**config.mk**
```make
export PLATFORM = sky130hd
export DESIGN_NAME = branch_redirect_ctrl_flat
export DESIGN_NICKNAME = d
export VERILOG_FILES = /design/src/rtl/branch_redirect_ctrl_pkg.sv /design/src/rtl/branch_redirect_ctrl_if.sv /design/src/rtl/branch_redirect_ctrl_bht_bimodal.sv /design/src/rtl/branch_redirect_ctrl.sv /design/src/flat_wrapper.sv
export SDC_FILE = /design/constraint.sdc
export NUM_CORES = 1
export LEC_CHECK = 0
export CORE_MARGIN = 10
export CORE_UTILIZATION = 58
export DETAILED_ROUTE_END_ITERATION = 16
export PLACE_DENSITY_LB_ADDON = 0.08
export SYNTH_ARGS = -nofsm -noshare
export SYNTH_HDL_FRONTEND = slang
export SYNTH_SLANG_ARGS = --single-unit
export TNS_END_PERCENT = 100
```
**constraint.sdc**
```tcl
create_clock -name clk -period 4.8 [get_ports clk]
set_clock_uncertainty 0.15 [all_clocks]
set_input_delay 0.48 -clock clk [delete_from_list [all_inputs] [get_ports clk]]
set_output_delay 0.48 -clock clk [all_outputs]
set_load 0.01 [all_outputs]
```
**src/rtl/branch_redirect_ctrl_pkg.sv**
```systemverilog
// branch_redirect_ctrl_pkg: shared types and constants for branch redirect control
package branch_redirect_ctrl_pkg;
    typedef enum logic [1:0] {
        IDLE     = 2'd0,
        REDIRECT = 2'd1,
        DRAIN    = 2'd2
    } state_t;
    localparam int CTR_W = 2;
    localparam logic [CTR_W-1:0] CTR_RESET = 2'b01;
    localparam int PC_INC = 4;
endpackage

```
**src/rtl/branch_redirect_ctrl_if.sv**
```systemverilog
// branch_redirect_ctrl_if: EX resolution, fetch redirect handshake and pipeline control bundle
interface branch_redirect_ctrl_if #(parameter int XLEN = 32);
    logic            ex_valid;
    logic            ex_is_branch;
    logic            ex_is_jump;
    logic            ex_take_branch;
    logic            ex_pred_taken;
    logic [XLEN-1:0] ex_pc;
    logic [XLEN-1:0] ex_target;
    logic [XLEN-1:0] if_pc;
    logic            if_pred_taken;
    logic            redirect_valid;
    logic [XLEN-1:0] redirect_pc;
    logic            redirect_ready;
    logic            flush_if_id;
    logic            flush_id_ex;
    logic            stall_ex;
    logic [31:0]     branch_count;
    logic [31:0]     mispredict_count;
    modport master (
        output ex_valid, ex_is_branch, ex_is_jump, ex_take_branch, ex_pred_taken,
        output ex_pc, ex_target, if_pc, redirect_ready,
        input  if_pred_taken, redirect_valid, redirect_pc, flush_if_id, flush_id_ex,
        input  stall_ex, branch_count, mispredict_count
    );
    modport slave (
        input  ex_valid, ex_is_branch, ex_is_jump, ex_take_branch, ex_pred_taken,
        input  ex_pc, ex_target, if_pc, redirect_ready,
        output if_pred_taken, redirect_valid, redirect_pc, flush_if_id, flush_id_ex,
        output stall_ex, branch_count, mispredict_count
    );
endinterface

```
**src/rtl/branch_redirect_ctrl_bht_bimodal.sv**
```systemverilog
// bht_bimodal: 2-bit saturating counter table with combinational read and registered update
module bht_bimodal
    import branch_redirect_ctrl_pkg::*;
#(
    parameter int XLEN    = 32,
    parameter int ENTRIES = 64
) (
    input  logic            clk,
    input  logic            rst_n,
    input  logic [XLEN-1:0] rd_pc,
    output logic            rd_taken,
    input  logic            wr_en,
    input  logic [XLEN-1:0] wr_pc,
    input  logic            wr_taken
);
    localparam int IW = $clog2(ENTRIES);

    logic [CTR_W-1:0] ctr [ENTRIES];
    logic [IW-1:0]    rd_idx, wr_idx;
    logic [CTR_W-1:0] cur, upd;
    logic             unused_pc_bits;

    assign rd_idx = rd_pc[IW+1:2];
    assign wr_idx = wr_pc[IW+1:2];
    assign unused_pc_bits = ^{rd_pc[XLEN-1:IW+2], rd_pc[1:0], wr_pc[XLEN-1:IW+2], wr_pc[1:0]};
    // read sees the pre-update value when it collides with a same-cycle write
    assign rd_taken = ctr[rd_idx][CTR_W-1];
    assign cur = ctr[wr_idx];
    assign upd = wr_taken ? (&cur ? cur : cur + 1'b1) : (|cur ? cur - 1'b1 : cur);

    always_ff @(posedge clk) begin
        if (!rst_n) begin
            for (int i = 0; i < ENTRIES; i++) ctr[i] <= CTR_RESET;
        end else if (wr_en) begin
            ctr[wr_idx] <= upd;
        end
    end
endmodule

```
**src/rtl/branch_redirect_ctrl.sv**
```systemverilog
// branch_redirect_ctrl: mispredict detection, fetch redirect, flush/stall sequencing and branch stats
module branch_redirect_ctrl
    import branch_redirect_ctrl_pkg::*;
#(
    parameter int XLEN         = 32,
    parameter int BHT_ENTRIES  = 64,
    parameter int FLUSH_CYCLES = 2
) (
    input logic                 clk,
    input logic                 rst_n,
    branch_redirect_ctrl_if.slave bus
);
    localparam int DW = FLUSH_CYCLES > 1 ? $clog2(FLUSH_CYCLES) : 1;

    state_t          state, next;
    logic [DW-1:0]   drain, drain_next;
    logic            idle, taken, mispredict, br_upd;
    logic [XLEN-1:0] correct_pc;

    assign idle       = state == IDLE;
    assign taken      = bus.ex_is_jump | (bus.ex_is_branch & bus.ex_take_branch);
    // EX contents are being squashed whenever we are not idle
    assign mispredict = idle & bus.ex_valid & (taken != bus.ex_pred_taken);
    assign br_upd     = idle & bus.ex_valid & bus.ex_is_branch;
    assign correct_pc = taken ? bus.ex_target : bus.ex_pc + XLEN'(PC_INC);
    assign bus.stall_ex = !idle;

    bht_bimodal #(.XLEN(XLEN), .ENTRIES(BHT_ENTRIES)) u_bht (
        .clk      (clk),
        .rst_n    (rst_n),
        .rd_pc    (bus.if_pc),
        .rd_taken (bus.if_pred_taken),
        .wr_en    (br_upd & ~bus.ex_is_jump),
        .wr_pc    (bus.ex_pc),
        .wr_taken (bus.ex_take_branch)
    );

    always_comb begin
        next       = state;
        drain_next = drain;
        case (state)
            IDLE:     next = mispredict ? REDIRECT : IDLE;
            REDIRECT: begin
                next       = bus.redirect_ready ? DRAIN : REDIRECT;
                drain_next = bus.redirect_ready ? DW'(FLUSH_CYCLES - 1) : drain;
            end
            DRAIN: begin
                next       = drain == '0 ? IDLE : DRAIN;
                drain_next = drain == '0 ? drain : drain - 1'b1;
            end
            default:  next = IDLE;
        endcase
    end

    always_ff @(posedge clk) begin
        if (!rst_n) begin
            state                <= IDLE;
            drain                <= '0;
            bus.redirect_valid   <= 1'b0;
            bus.redirect_pc      <= '0;
            bus.flush_if_id      <= 1'b0;
            bus.flush_id_ex      <= 1'b0;
            bus.branch_count     <= '0;
            bus.mispredict_count <= '0;
        end else begin
            state              <= next;
            drain              <= drain_next;
            bus.redirect_valid <= next == REDIRECT;
            bus.flush_if_id    <= next != IDLE;
            bus.flush_id_ex    <= next != IDLE;
            if (mispredict) bus.redirect_pc <= correct_pc;
            if (br_upd && !(&bus.branch_count)) bus.branch_count <= bus.branch_count + 1'b1;
            if (mispredict && !(&bus.mispredict_count)) bus.mispredict_count <= bus.mispredict_count + 1'b1;
        end
    end
endmodule

```
**src/flat_wrapper.sv**
```systemverilog
// flat-port wrapper written by rule: the top's interface ports become plain ports
module branch_redirect_ctrl_flat import branch_redirect_ctrl_pkg::*;
#(
    parameter int XLEN         = 32,
    parameter int BHT_ENTRIES  = 64,
    parameter int FLUSH_CYCLES = 2
)
  (clk, rst_n, bus_ex_valid, bus_ex_is_branch, bus_ex_is_jump, bus_ex_take_branch, bus_ex_pred_taken, bus_ex_pc, bus_ex_target, bus_if_pc, bus_redirect_ready, bus_if_pred_taken, bus_redirect_valid, bus_redirect_pc, bus_flush_if_id, bus_flush_id_ex, bus_stall_ex, bus_branch_count, bus_mispredict_count);
  branch_redirect_ctrl_if #(.XLEN(XLEN)) bus_i ();
  input logic clk;
  input logic rst_n;
  input wire logic [$bits(bus_i.ex_valid)-1:0] bus_ex_valid;
  input wire logic [$bits(bus_i.ex_is_branch)-1:0] bus_ex_is_branch;
  input wire logic [$bits(bus_i.ex_is_jump)-1:0] bus_ex_is_jump;
  input wire logic [$bits(bus_i.ex_take_branch)-1:0] bus_ex_take_branch;
  input wire logic [$bits(bus_i.ex_pred_taken)-1:0] bus_ex_pred_taken;
  input wire logic [$bits(bus_i.ex_pc)-1:0] bus_ex_pc;
  input wire logic [$bits(bus_i.ex_target)-1:0] bus_ex_target;
  input wire logic [$bits(bus_i.if_pc)-1:0] bus_if_pc;
  input wire logic [$bits(bus_i.redirect_ready)-1:0] bus_redirect_ready;
  output wire logic [$bits(bus_i.if_pred_taken)-1:0] bus_if_pred_taken;
  output wire logic [$bits(bus_i.redirect_valid)-1:0] bus_redirect_valid;
  output wire logic [$bits(bus_i.redirect_pc)-1:0] bus_redirect_pc;
  output wire logic [$bits(bus_i.flush_if_id)-1:0] bus_flush_if_id;
  output wire logic [$bits(bus_i.flush_id_ex)-1:0] bus_flush_id_ex;
  output wire logic [$bits(bus_i.stall_ex)-1:0] bus_stall_ex;
  output wire logic [$bits(bus_i.branch_count)-1:0] bus_branch_count;
  output wire logic [$bits(bus_i.mispredict_count)-1:0] bus_mispredict_count;
  assign bus_i.ex_valid = bus_ex_valid;
  assign bus_i.ex_is_branch = bus_ex_is_branch;
  assign bus_i.ex_is_jump = bus_ex_is_jump;
  assign bus_i.ex_take_branch = bus_ex_take_branch;
  assign bus_i.ex_pred_taken = bus_ex_pred_taken;
  assign bus_i.ex_pc = bus_ex_pc;
  assign bus_i.ex_target = bus_ex_target;
  assign bus_i.if_pc = bus_if_pc;
  assign bus_i.redirect_ready = bus_redirect_ready;
  assign bus_if_pred_taken = bus_i.if_pred_taken;
  assign bus_redirect_valid = bus_i.redirect_valid;
  assign bus_redirect_pc = bus_i.redirect_pc;
  assign bus_flush_if_id = bus_i.flush_if_id;
  assign bus_flush_id_ex = bus_i.flush_id_ex;
  assign bus_stall_ex = bus_i.stall_ex;
  assign bus_branch_count = bus_i.branch_count;
  assign bus_mispredict_count = bus_i.mispredict_count;
  branch_redirect_ctrl #(.XLEN(XLEN), .BHT_ENTRIES(BHT_ENTRIES), .FLUSH_CYCLES(FLUSH_CYCLES)) u_core (.clk(clk), .rst_n(rst_n), .bus(bus_i));
endmodule
```
==> metrics, run 1 <==
layout cell share with drive strength beyond 1 0.08588; slew margin rel. 0.2057; Worst setup EP type output pin; CP max FO 16; commonest cells after routing, fill and taps aside clkdlybuf4s50_1 (175), nand2_1 (166), nor2_1 (141), edfxtp_1 (128), nand3_1 (113); commonest non-fill, non-tap cell in the layout clkdlybuf4s50_1; Static Leak 4.991 nW; dominant cell type by area after synthesis edfxtp_1; Crit path buffers/inverters 3; ys async rst share 0; Final nets roughly 1500; initial drt markers ~1000; fin crit period 3.988 ns; Synth cell types between 60 and 70; EDFF count, synth 128; Crit path max-delay family multiplexers; Data required, critical path around 4.2 ns; Final Max Tran Viols 0; register area share after synthesis 0.4865; mapped cell area between 10000 and 15000 sq um; internal reg-to-reg setup slack 1.62 ns; register bit total from synthesis ~230; RR Startpoint u_core.u_bht.ctr[30][0]; Worst path depth 6; Top Ports 205; cts repair resizes 0; worst-path cell chain clkdlybuf4s50_1 -> buf_4 -> mux4_2 -> mux4_2 -> mux4_2 -> clkdlybuf4s50_1; hold buffers post-CTS 0; Final TNS setup 0 ns; synth top area cells edfxtp_1 (32%), dfxtp_1 (17%), mux4_2 (5.4%); Worst Path Class, Setup primary input to output pin; Num Clock Sinks about 230; most frequent CP cell mux4_2; initial antenna violation count 1; Syn Area/Cell 9.631 sq um; fin cells ~1700; RSZ-0062 raised after global routing no; placed insts between 1500 and 2000; Mapped Nets about 1400; post-DP HPWL 24320 microns; critical path endpoint bus_if_pred_taken; vias in the first global route slightly below 10000; fmax between 200 and 300 MHz; worst slew pin tran between 1 and 1.5 ns; Final Hold Viols 0; die area approximately 27000 sq um; Worst-Skew Late Latency 0.53 ns; drt pass-1 iters 5; R2R Path End u_core.u_bht.ctr[25][0]; max_cap viols 0; top cell type's share of synthesized area 0.3188; final worst path period share 0.8309; DR vias 10334; site row count 52; status completed; TritonCTS clock tree yes; Critical-path top delay cell mux4_2; drt wl/cell roughly 21 microns; first-pass GRT wire length around 54000 microns; Setup Fix Bufs, Post-CTS 0; routability cong. around 0.94; Final Power between 0.004 and 0.005 W; VDD IR-drop max roughly 0.00026 V; Via density 6.151; clock buffer depth 3; global route overflow 0; core area between 20000 and 25000 sq um; Worst setup SP type primary input; cts bufs inserted 25; min-delay src u_core.bus.redirect_pc[31]; final wirelength approximately 35000 microns; CP startpoint bus_if_pc[2]; DRC 0; layout overhead on the synthesized area 23.12%; worst reg2reg path depth 8; largest net degree at the start of global routing 75; Initial Utilization 0.5921; pwr dens between 300 and 400 nW/um^2; Port Buf Inserts about 180; hold crit path type flop to flop; slowest stage delay, CP between 0.5 and 0.6 ns; Routed Antenna Nets 0; die width 164.2 microns; Die Ht between 150 and 200 microns; total track usage 0.2483; H-tree depth 1; Worst Path Arrival roughly 3.4 ns; Warnings, synthesis 0; Clk Tree Root Cell clkbuf_16; clk slew on worst S/H paths 0.06 ns; cells after synthesis between 1000 and 1500; Synth Flop Type edfxtp_1; endpoints failing setup 0
[cell families after synthesis]
logic type / synth area share
AOI/OAI and AO/OA: 0.08893
muxes: 0.08343
adders and majority gates: 0.004877
buffers and inverters: 0.04296
and+or+nand+nor: 0.2374
xor gates and xnor gates: 0.05593
DFF: 0.4865
[report_power, final]
group,total [W],switching [W],internal [W]
Clock,0.00184,0.000782,0.00106
Sequential,0.00213,0.0000266,0.00211
Combinational,0.000559,0.000327,0.000231
Total,0.00453,0.00114,0.00340
[state kept, by name (all words and copies together) (netlist names)]
name	count
u_core.bus.flush_if_id	1
u_core.state	2
u_core.drain	1
u_core.bus.mispredict_count	32
u_core.bus.redirect_pc	32
u_core.bus.branch_count	32
u_core.u_bht.ctr	128
u_core.bus.redirect_valid	1
[Yosys cell counts (all sizes together) (5+ instances only)]
cell      n
a21oi    30
a211oi   27
nor2b     9
clkbuf   76
xnor2    40
a221oi   10
mux4     29
and3     17
and2     42
nand3   113
or4       5
nand2b    5
nand4    28
edfxtp  128
nor3     26
a21boi   14
nor2    141
xor2     37
o21ai    39
or3      14
buf      27
o22ai     8
mux2i    33
nor4      9
inv      13
nand2   166
dfxtp   101
and4      8
o32ai     6
[through the flow]
stage	utilization	setup WS [ns]	cell area, sq um	hold slack, ns
finish	0.7290	0.8117	14850	0.3123
global route	0.7289	0.7188	14840	0.3379
CTS	0.7289	0.8200	14840	0.3139
detailed placement	0.6903	0.6630	14060	0.3053
global placement	0.6903	0.6584	14060	0.2987
floorplan	-	1.250	12060	0.3076
[routing by layer]
metal | share of wire | vias up | global-route usage
met3 | 0.11 | 91 | 0.04756
met2 | 0.47 | 545 | 0.4020
met5 | 0 | - | 0
met4 | 0.030 | 0 | 0.08327
met1 | 0.40 | 4893 | 0.3281
li1 | - | 4805 | -
[cell type report]
class	count	area, sq um
Clock buffer	37	733.2
Inverter	14	52.55
Clock inverter	9	52.55
Tap cell	270	337.8
Sequential cell	229	5866
Timing Repair Buffer	214	2077
Fill cell	1559	5519
Multi-Input combinational cell	906	5724
Antenna cell	1	2.502
[worst min-delay path by stage]
stage | end | slack (ns) | cells past startpoint
floorplan | u_core.drain | 0.31 | 2
global placement | u_core.bus.redirect_pc[31] | 0.30 | 2
detailed placement | u_core.bus.redirect_pc[31] | 0.31 | 2
CTS | u_core.bus.redirect_pc[31] | 0.31 | 2
global route | u_core.bus.redirect_pc[31] | 0.34 | 2
finish | u_core.bus.redirect_pc[31] | 0.31 | 2
[worst register-to-register path: stages, from the launching register on]
cell and delay, ns:
edfxtp_1 0.38, mux4_2 0.47, nand2_1 0.09, a21oi_1 0.12, a2111o_1 0.38, or4_1 0.54, maj3_2 0.51, buf_12 0.27
nand3_1 0.12
Power figures use the tool's default switching activity.
==> inputs of run 2 (changes only) <==
--- a/config.mk
+++ b/config.mk
@@ -6,7 +6,7 @@
 export NUM_CORES = 1
 export LEC_CHECK = 0
 export CORE_MARGIN = 10
-export CORE_UTILIZATION = 58
+export CORE_UTILIZATION = 49
 export DETAILED_ROUTE_END_ITERATION = 16
 export PLACE_DENSITY_LB_ADDON = 0.08
 export SYNTH_ARGS = -nofsm -noshare
==> constraint.sdc (replaced) <==
create_clock -name clk -period 3.3 [get_ports clk]
set_clock_uncertainty 0.15 [all_clocks]
set_input_delay 0.33 -clock clk [delete_from_list [all_inputs] [get_ports clk]]
set_output_delay 0.33 -clock clk [all_outputs]
set_load 0.01 [all_outputs]
==> metrics, run 2 (synthesis gave the netlist of run 1 again) <==
status completed; worst slew pin tran 1.130 ns (-0.06097 ns); routability cong. 0.8853 (-5.9%); CP max FO 2 (-14); clock buffer depth 3 (unchanged); layout cell share with drive strength beyond 1 0.1139 (+0.02800); Worst-Skew Late Latency 0.53 ns (about the same); fin cells 1774 (+5.6%); area of the multi-input gates 5724 sq um (unchanged); final wirelength 36180 microns (+4.7%); Via density 5.835 (-5.1%); slew margin rel. 0.2464 (+0.04065); total track usage 0.2240 (-0.02431); DRC 0 (unchanged); most frequent CP cell mux4_2; RSZ-0062 raised after global routing no; endpoints failing setup 0 (unchanged); fmax between 300 and 400 MHz; cts bufs inserted 27 (+8.0%); Initial Utilization 0.4973 (-0.09483); drt wl/cell 20.40 microns (-0.89%); Post-DP Area 14480 sq um (+3.0%); Largest Register u_core.u_bht.ctr; initial drt markers 876 (-16%); Final Hold Viols 0 (unchanged); Worst setup SP type flop; DR vias 10352 (+0.17%); pwr dens 453.0 nW/um^2 (+48%); slowest stage delay, CP 0.52 ns (-0.06 ns); Data required, critical path 2.82 ns (-1.35 ns); Num Clock Sinks 229 (unchanged); VDD IR-drop max 0.0003913 V (+53%); layout overhead on the synthesized area 27.83%; die width 176.9 microns (+7.7%); Worst Path Class, Setup flop to output pin; drt pass-1 iters 7 (+2); placed insts 1723 (+5.5%); TritonCTS clock tree yes; fillcell total 2012 (+29%); worst-path cell chain mux4_2 -> mux4_2 -> mux4_2 -> clkdlybuf4s15_1; Critical-path top delay cell mux4_2; H-tree depth 1 (unchanged); Clk Tree Root Cell clkbuf_16; Final nets 1536 (+2.6%); hold crit path type primary input to flop; Top Ports 205 (unchanged); core area 24250 sq um (+19%); commonest cells after routing, fill and taps aside clkdlybuf4s50_1 (172), nand2_1 (166), nor2_1 (141), edfxtp_1 (128), nand3_1 (113); Worst setup EP type output pin; worst hold slack 0.1764 ns (-0.1359 ns); clk slew on worst S/H paths 0.06 ns (about the same); site row count 57 (+9.6%); first-pass GRT wire length 55900 microns (+4.2%); Setup Fix Bufs, Post-CTS 0 (unchanged); final worst path period share 0.9759; Worst Path Arrival 2.74 ns (-0.62 ns); final cell area excluding filler cells 15410 sq um (+3.8%); vias in the first global route 9905 (+0.76%); max reg flops 128 (unchanged); post-DP HPWL 25800 microns (+6.1%); Static Leak 5.286 nW (+5.9%); fin crit period 3.220 ns; Die Ht 176.9 microns (+7.7%); Routed Antenna Nets 0 (unchanged); die area 31280 sq um (+16%); Reg area 5866 sq um (unchanged); commonest non-fill, non-tap cell in the layout clkdlybuf4s50_1; Final Power 0.006982 W (+54%); max_cap viols 0 (unchanged); Port Buf Inserts 178 (unchanged); Crit path max-delay family multiplexers; global route overflow 0 (unchanged); Final Max Tran Viols 0 (unchanged); largest net degree at the start of global routing 88 (+17%); initial antenna violation count 0 (-1); Crit path buffers/inverters 1 (-2)
-- run 2: cell count changes in the layout (fill, tap and decap cells not counted), sizes merged --
cell / change
buf: +36
clkdlybuf4s50: -3
clkbuf: -7
dlymetal6s2s: +1
bufinv: +4
clkinv: +7
inv: -1
bufbuf: +1
clkdlybuf4s15: +2
-- run 2: repair_timing --
action | in CTS | in global routing
hold buffers | 0 | 0
endpoints found under the setup margin | 1 | 106
resized for setup | 4 | 3
pin swaps | 0 | 0
gates cloned | 1 | 0
-- run 2: where the power goes --
| group | internal, W | total, W | leakage (nW) | switching, W |
|---|---|---|---|---|
| sequential | 0.00307 | 0.00311 | 1.93 | 0.0000418 |
| combinational | 0.000380 | 0.000867 | 2.92 | 0.000487 |
| clock | 0.00181 | 0.00301 | 0.440 | 0.00120 |
-- run 2: stage by stage --
stage	util	setup slack (ns)	TNS, ns
3_5_place_dp	0.5973	-0.3959	-43.37
2_1_floorplan	-	0.04955	0
6_report	0.6357	0.07955	0
4_1_cts	0.6352	0.02205	0
3_3_place_gp	0.5973	-0.3665	-41.16
5_1_grt	0.6356	0.01578	0
-- run 2: final timing paths --
check	from	to	slack, ns	cells past startpoint
worst min-delay path	rst_n	u_core.bus.branch_count[2]	0.18	2
worst max-delay path	u_core.u_bht.ctr[7][1]	bus_if_pred_taken	0.08	4
worst max register to register	u_core.bus.branch_count[11]	u_core.bus.branch_count[17]	0.27	8
worst min register to register	u_core.bus.redirect_pc[30]	u_core.bus.redirect_pc[30]	0.32	2
-- run 2: per-layer routing --
layer | GRT usage | vias to the layer above | wire, microns
li1 | - | 4886 | -
met1 | 0.2913 | 4952 | 15090
met2 | 0.3678 | 435 | 17110
met3 | 0.04032 | 79 | 2764
met4 | 0.07986 | 0 | 1218
met5 | 0 | - | 0
-- run 2: worst reg2reg max path, delay by kind of cell (launching register included) --
family / cells / cell delay, ns
flip-flops: 1 / 0.35
AND/OR/NAND/NOR: 5 / 1.09
XOR/XNOR: 1 / 0.18
AO/OA/AOI/OAI: 1 / 1.00
buffers and inverters: 1 / 0.15
-- run 2: area by class of cell --
cell class | count | share of cell area
sequential | 229 | 0.3806
clock inverter | 19 | 0.01307
inverter | 14 | 0.003409
multi-input combinational | 906 | 0.3714
timing repair buffer | 251 | 0.1606
tap | 324 | 0.02630
antenna | 1 | 0.0001624
clock buffer | 30 | 0.04457
